File: config.mk
export PLATFORM = sky130hd
export DESIGN_NAME = lokalizacja_bitu
export DESIGN_NICKNAME = d
export VERILOG_FILES = /design/src/rtl/lokalizacja_bitu_pkg.sv /design/src/rtl/lokalizacja_bitu.sv
export SDC_FILE = /design/constraint.sdc
export NUM_CORES = 1
export LEC_CHECK = 0
export CAP_MARGIN = 15
export CORE_MARGIN = 2
export CORE_UTILIZATION = 45
export DETAILED_ROUTE_END_ITERATION = 8
export PLACE_DENSITY_LB_ADDON = 0.25
export RECOVER_POWER = 100
export SLEW_MARGIN = 20
export SYNTH_ARGS = -nofsm -noshare
export SYNTH_HDL_FRONTEND = slang
export SYNTH_SLANG_ARGS = --single-unit
export TNS_END_PERCENT = 50
File: constraint.sdc
create_clock -name i_clk -period 2.39 [get_ports i_clk]
set_input_delay 0.5975 -clock i_clk [delete_from_list [all_inputs] [get_ports i_clk]]
set_output_delay 0.5975 -clock i_clk [all_outputs]
set_load 0.05 [all_outputs]
File: src/rtl/lokalizacja_bitu_pkg.sv
// Shared arithmetic-unit definitions for the sequential bit locator:
// FSM state encoding, default operand width and index-width helper.
package lokalizacja_bitu_pkg;

    typedef enum logic [1:0] {
        IDLE,
        SCAN,
        DONE
    } lb_state_t;

    localparam int unsigned LB_BITS_DEFAULT  = 32;
    localparam int unsigned LB_IDX_W_DEFAULT = $clog2(LB_BITS_DEFAULT);

endpackage : lokalizacja_bitu_pkg

File: src/rtl/lokalizacja_bitu.sv
// Sequential lowest-set-bit locator with start/busy/valid handshake.
// Optional: define LOKALIZACJA_EARLY_EXIT_EN to finish the scan at the first set bit.
module lokalizacja_bitu
    import lokalizacja_bitu_pkg::*;
#(
    parameter int unsigned BITS = LB_BITS_DEFAULT
) (
    input  logic                   i_clk,
    input  logic                   i_rst_n,
    input  logic                   i_start,
    input  logic signed [BITS-1:0] i_arg_A,
    output logic signed [BITS-1:0] o_result,
    output logic                   o_error,
    output logic                   o_busy,
    output logic                   o_valid
);

    localparam int unsigned IDX_W = $clog2(BITS);
    localparam logic [IDX_W-1:0] LAST_IDX = IDX_W'(BITS - 1);

    lb_state_t              r_state;
    lb_state_t              w_next_state;
    logic [BITS-1:0]        r_shreg;
    logic [IDX_W-1:0]       r_cnt;
    logic [IDX_W-1:0]       r_idx;
    logic                   r_found;
    logic signed [BITS-1:0] r_result;
    logic                   r_error;
    logic                   r_valid;

    logic                   w_last;
    logic                   w_hit;
    logic                   w_found_now;
    logic [IDX_W-1:0]       w_idx_now;
    logic                   w_finish;

    assign w_last      = (r_cnt == LAST_IDX);
    assign w_hit       = r_shreg[0] & ~r_found;
    // Result of the scan including the bit tested in this very cycle.
    assign w_found_now = r_found | r_shreg[0];
    assign w_idx_now   = r_found ? r_idx : r_cnt;
    assign w_finish    = (r_state == SCAN) && (w_next_state == DONE);

    always_comb begin
        w_next_state = r_state;
        unique case (r_state)
            IDLE: begin
                if (i_start) begin
                    w_next_state = SCAN;
                end
            end
            SCAN: begin
`ifdef LOKALIZACJA_EARLY_EXIT_EN
                if (w_hit || w_last) begin
                    w_next_state = DONE;
                end
`else
                if (w_last) begin
                    w_next_state = DONE;
                end
`endif
            end
            DONE: begin
                w_next_state = IDLE;
            end
            default: begin
                w_next_state = IDLE;
            end
        endcase
    end

    always_ff @(posedge i_clk or negedge i_rst_n) begin
        if (!i_rst_n) begin
            r_state <= IDLE;
        end else begin
            r_state <= w_next_state;
        end
    end

    always_ff @(posedge i_clk or negedge i_rst_n) begin
        if (!i_rst_n) begin
            r_shreg <= '0;
            r_cnt   <= '0;
            r_idx   <= '0;
            r_found <= 1'b0;
        end else begin
            if (r_state == IDLE && i_start) begin
                r_shreg <= i_arg_A;
                r_cnt   <= '0;
                r_idx   <= '0;
                r_found <= 1'b0;
            end else if (r_state == SCAN) begin
                if (w_hit) begin
                    r_idx   <= r_cnt;
                    r_found <= 1'b1;
                end
                r_shreg <= r_shreg >> 1;
                // Counter saturates at the top index so it never wraps.
                if (!w_last) begin
                    r_cnt <= r_cnt + 1'b1;
                end
            end
        end
    end

    always_ff @(posedge i_clk or negedge i_rst_n) begin
        if (!i_rst_n) begin
            r_result <= '0;
            r_error  <= 1'b0;
            r_valid  <= 1'b0;
        end else begin
            r_valid <= w_finish;
            if (w_finish) begin
                r_result <= w_found_now ? BITS'(w_idx_now) : '0;
                r_error  <= ~w_found_now;
            end
        end
    end

    assign o_result = r_result;
    assign o_error  = r_error;
    assign o_valid  = r_valid;
    assign o_busy   = (r_state != IDLE);

endmodule : lokalizacja_bitu

After elaboration in Yosys (flattened, before gate mapping)

Cells that the tools add are included.

Add/sub/neg operators: 1
Eq/ne operators: 4
Muxes and demuxes: 16
Bitwise logic cells: 4
Reductions and logical operators: 8

Operators by type and width:

| operator                                               | count |
|---|---|
| 2-to-1 mux 32 bit                                      | 2 |
| 2-to-1 mux 5 bit                                       | 8 |
| nonzero test 2 bit                                     | 3 |
| adder 5 x 1 -> 5 bit (second input constant)           | 1 |
| == test 5 bit (second input constant)                  | 1 |
| 2-to-1 mux 2 bit                                       | 2 |
| case mux 2 bit (2 select lines)                        | 1 |
| AND reduction 2 bit                                    | 2 |
| 2-to-1 mux 1 bit                                       | 3 |
| == test 2 x 1 -> 1 bit (second input constant)         | 1 |
| == test 2 bit (second input constant)                  | 1 |
| logical AND 1 bit                                      | 2 |
| logical NOT 2 bit                                      | 1 |
| inequality test 2 x 1 -> 1 bit (second input constant) | 1 |
| NOT 1 bit                                              | 2 |
| bitwise AND 1 bit                                      | 1 |
| OR 1 bit                                               | 1 |

Register bits: 79
Output and inout bits: 35
Logic and storage cells: 41

Logic depth before layout (Yosys ltp)

Depth after elaboration: 5
Depth in mapped cells: 7

Least setup slack after synthesis

No wires, ideal clock.

Path type: reg-to-reg
Start: register r_cnt[0]
End: register r_cnt[3]
Setup time: 0.125 ns
Arrival time: 1.533 ns
Data required time: 2.265 ns
Slack: 0.733 ns
Cell stages (with the launch flop): 7
Path buffers: 0
Period minus slack after synthesis: 1.657 ns
Cell sequence: dfrtp_1 > ha_1 > and3_1 > ha_1 > nor3b_4 > nand4_1 > mux2i_1

Cells in the longest elaborated chain, start to end: 4
Elaborated cells between the ends (all ways): 7

RTL lines:

| item                   | line                    | source |
|---|---|---|
| from (decl)            | lokalizacja_bitu.sv:24  | `logic [IDX_W-1:0] r_cnt;` |
| from (signal assigned) | lokalizacja_bitu.sv:100 | `r_cnt <= r_cnt + 1'b1;` |
| adder 5 x 1 -> 5 bit   | lokalizacja_bitu.sv:100 |  |
| 2-to-1 mux 5 bit       | lokalizacja_bitu.sv:99  | `if (!w_last) begin` |
| 2-to-1 mux 5 bit       | lokalizacja_bitu.sv:92  | `end else if (r_state == SCAN) begin` |
| 2-to-1 mux 5 bit       | lokalizacja_bitu.sv:87  | `if (r_state == IDLE && i_start) begin` |

Several ways; a longest one is shown, not always the timed one. The select of a mux whose other input is x is not followed.
A chain may end at the register's enable or synchronous reset.

Worst setup path in the final report

Start: register r_state[1]
End: output o_busy

Cells in the longest elaborated chain, start to end: 1

RTL lines:

| item                   | line                    | source |
|---|---|---|
| from (decl)            | lokalizacja_bitu.sv:21  | `lb_state_t r_state;` |
| from (signal assigned) | lokalizacja_bitu.sv:76  | `r_state <= w_next_state;` |
| nonzero test 2 bit     | lokalizacja_bitu.sv:123 | `assign o_busy = (r_state != IDLE);` |
| to (decl)              | lokalizacja_bitu.sv:14  | `output logic o_busy,` |

No other way between the ends.

==> impl_metrics.json <==
{
  "numClockSinks": 52,
  "globalplace.congestion": 0.7652,
  "cts_buffer_depth": 2,
  "grt_pass1_wl_um": 7728,
  "drive_gt1_frac": 0.07292,
  "area_growth_syn_to_layout_pct": 19.04,
  "yosysSeqAreaShare": 0.5295,
  "clkSlewWorstSetupHoldPaths_ns": 0.09,
  "min_from": "o_result[3]$_DFFE_PN0P_",
  "cp-start-kind": "flip-flop",
  "wl_met3_um": 272,
  "clkPwrFrac": 0.175,
  "vdd_drop_max_mv": 0.5207,
  "ys_types": 29,
  "synth-edff-count": 0,
  "r2r_cells": 6,
  "die_area_um2": 6068,
  "wl_met2_um": 2012,
  "holdPathStages": 2,
  "drt-total-wl_um": 4648,
  "tritoncts": "done",
  "syn_area_per_cell_um2": 9.989,
  "synth_top_area_frac": 0.5295,
  "rrSetupSlack_ns": 0.44,
  "async_reset_ff_frac": 1.000,
  "synth_common_cells": "70 x nand2_1, 52 x dfrtp_1, 32 x buf_4",
  "ys_seq_elements": 52,
  "wl_per_cell_um": 12.98,
  "overflow": 0,
  "netlist_instances": 246,
  "clkLatencyLatePin_ns": 0.30,
  "p_total_mw": 3.343,
  "cts_made_buffers": 5,
  "instances_no_fill": 358,
  "p_comb_frac": 0.387,
  "status": "completed",
  "reg2reg_to": "r_cnt[4]$_DFFE_PN0P_",
  "hold_buffers": 0,
  "hold_viol_final": 0,
  "cts-htree-levels": 2,
  "worstPathMaxFanout": 2,
  "fmax_mhz": 440.9,
  "p_seq_frac": 0.437,
  "cp-end-kind": "output port",
  "drtIter0Drc": 162,
  "place_area_um2": 2858,
  "synth_area_leaders": "dfrtp_1 53%, nand2_1 11%, buf_4 9.8%, a22oi_1 9.5%, a22o_1 1.8%",
  "nFillCells": 467,
  "met1_length_um": 2294,
  "cts_root_buffer": "clkbuf_8",
  "yosys_warnings": 0,
  "fin_crit_sh": 0.9490,
  "rsz0062_at_grt": "false",
  "via_per_inst": 4.913,
  "fin_crit_ns": 2.268,
  "post_cts_buffers": 0,
  "synthFlopType": "dfrtp_1",
  "postLayoutCellArea_um2": 2925,
  "via_count": 1759,
  "ant_nets": 0,
  "post-route-drc-count": 0,
  "relSlewSlack": 0.04887,
  "antenna_found_initial": 0,
  "synth.most_common_cell": "nand2_1",
  "path_class": "flip-flop to output port",
  "switchingPower_mw": 1.282,
  "dpl.hpwl_um": 3063,
  "setup_viol": 0,
  "diodes": 0,
  "portBuffers": 42,
  "cp.required_ns": 1.79,
  "swShare": 0.3835,
  "power_density_nw_per_um2": 1143,
  "r2r_start": "r_cnt[0]$_DFFE_PN0P_",
  "pin_count": 70,
  "core_area_um2": 5172,
  "min_to": "o_result[3]$_DFFE_PN0P_",
  "netlist_area_um2": 2457,
  "start_util": 0.4751,
  "final.setup.tns_ns": 0,
  "fin_skew_ns": 0.009053,
  "grt_start_max_net_pins": 39,
  "leakagePower_nw": 1.483,
  "dr.pass1.iters": 5,
  "top_layer": "met4",
  "max-cap-violations": 0,
  "die_x_um": 77.90,
  "grt_pass1_vias": 1630,
  "synth_top_cell_by_area": "dfrtp_1",
  "rows": 26,
  "worstMarginPinSlew_ns": 1.427,
  "final_nets": 324,
  "slew_viol_final": 0,
  "grtUsageTotal": 0.1611,
  "fp.dieH_um": 77.90,
  "arrival_ns": 1.67,
  "hold_class": "flip-flop to flip-flop",
  "dp_cells": 350,
  "critPathLaunch": "r_state[1]$_DFF_PN0_",
  "p_int_mw": 2.061,
  "post_cts_resized": 0
}
area by class of cell:
| type | instances | area [µm²] | share of cell area |
|---|---|---|---|
| clock inverters | 2 | 35.03 | 0.01198 |
| well taps | 70 | 87.58 | 0.02994 |
| multi-input cells | 175 | 952.2 | 0.3255 |
| clock buffers | 6 | 72.57 | 0.02481 |
| flip-flops and latches | 52 | 1301 | 0.4448 |
| inverters | 3 | 11.26 | 0.003849 |
| repair buffers | 50 | 465.4 | 0.1591 |
through the flow:
stage / hold slack (ns) / setup WS (ns) / utilization
finish: 0.4833 / 0.1219 / 0.5656
floorplan: 0.3019 / 0.7327 / -
global route: 0.5121 / 0.07344 / 0.5656
CTS: 0.3022 / 0.1057 / 0.5733
detailed placement: 0.4625 / 0.4494 / 0.5525
global placement: 0.4579 / 0.4613 / 0.5525
power groups by stage:
stage	clock network, mW	logic (mW)	registers [mW]
finish	0.586	1.29	1.46
global route	0.651	1.44	1.52
CTS	0.608	1.35	1.46
detailed placement	0	1.35	1.48
global placement	0	1.32	1.47
floorplan	0	0.966	1.51
worst max-delay path: stages, from the launching register on:
cell	delay [ns]
dfrtp_1	0.38
or2_2	0.29
clkdlybuf4s50_1	0.70
layout by cell type (no fill, tap or decap), types with 2 or more instances in the layout:
master / count
nand2_1: 70
dfrtp_1: 52
clkdlybuf4s50_1: 33
a22oi_1: 31
conb_1: 27
dlygate4sd3_1: 8
nor2_1: 5
a22o_1: 5
and3b_1: 5
a21oi_1: 5
o21ai_0: 5
clkbuf_8: 5
buf_4: 5
inv_1: 3
mux2i_1: 3
clkbuf_1: 3
or2_2: 2
xnor2_1: 2
o31ai_1: 2
ha_1: 2
clkbuf_2: 2
state kept, by name, summed over array words and instances (netlist names):
name      flops
r_shreg      32
o_result      5
r_cnt         5
r_idx         5
r_state       2
o_error       1
o_valid       1
r_found       1
layer usage:
| metal | global-route usage | up-vias |
|---|---|---|
| li1 | - | 858 |
| met1 | 0.2143 | 837 |
| met2 | 0.2543 | 56 |
| met3 | 0.04419 | 8 |
| met4 | 0.05614 | 0 |
| met5 | 0 | - |
cells by family (layout without fill, tap and decap cells):
| kind of cell | count (synthesis) | after routing | share of synthesized area |
|---|---|---|---|
| adder cells (fa/ha/maj) | 2 | 2 | 0.01018 |
| multiplexers | 3 | 3 | 0.01222 |
| flip-flops | 52 | 52 | 0.5295 |
| AO/OA/AOI/OAI | 50 | 50 | 0.1451 |
| buffers and inverters | 45 | 61 | 0.1207 |
| AND/OR/NAND/NOR | 91 | 91 | 0.1736 |
| other | 1 | 27 | 0.001526 |
| XOR/XNOR | 2 | 2 | 0.007130 |
worst max-delay path by stage:
stage / slack (ns) / end / depth (start not counted)
6_report: 0.12 / o_busy / 2
5_1_grt: 0.07 / r_shreg[4]$_DFFE_PN0P_ / 5
4_1_cts: 0.11 / o_busy / 2
2_1_floorplan: 0.73 / r_cnt[3]$_DFFE_PN0P_ / 6
3_5_place_dp: 0.45 / o_busy / 2
3_3_place_gp: 0.46 / o_busy / 2
No activity file was read; power rests on OpenSTA's default activity.
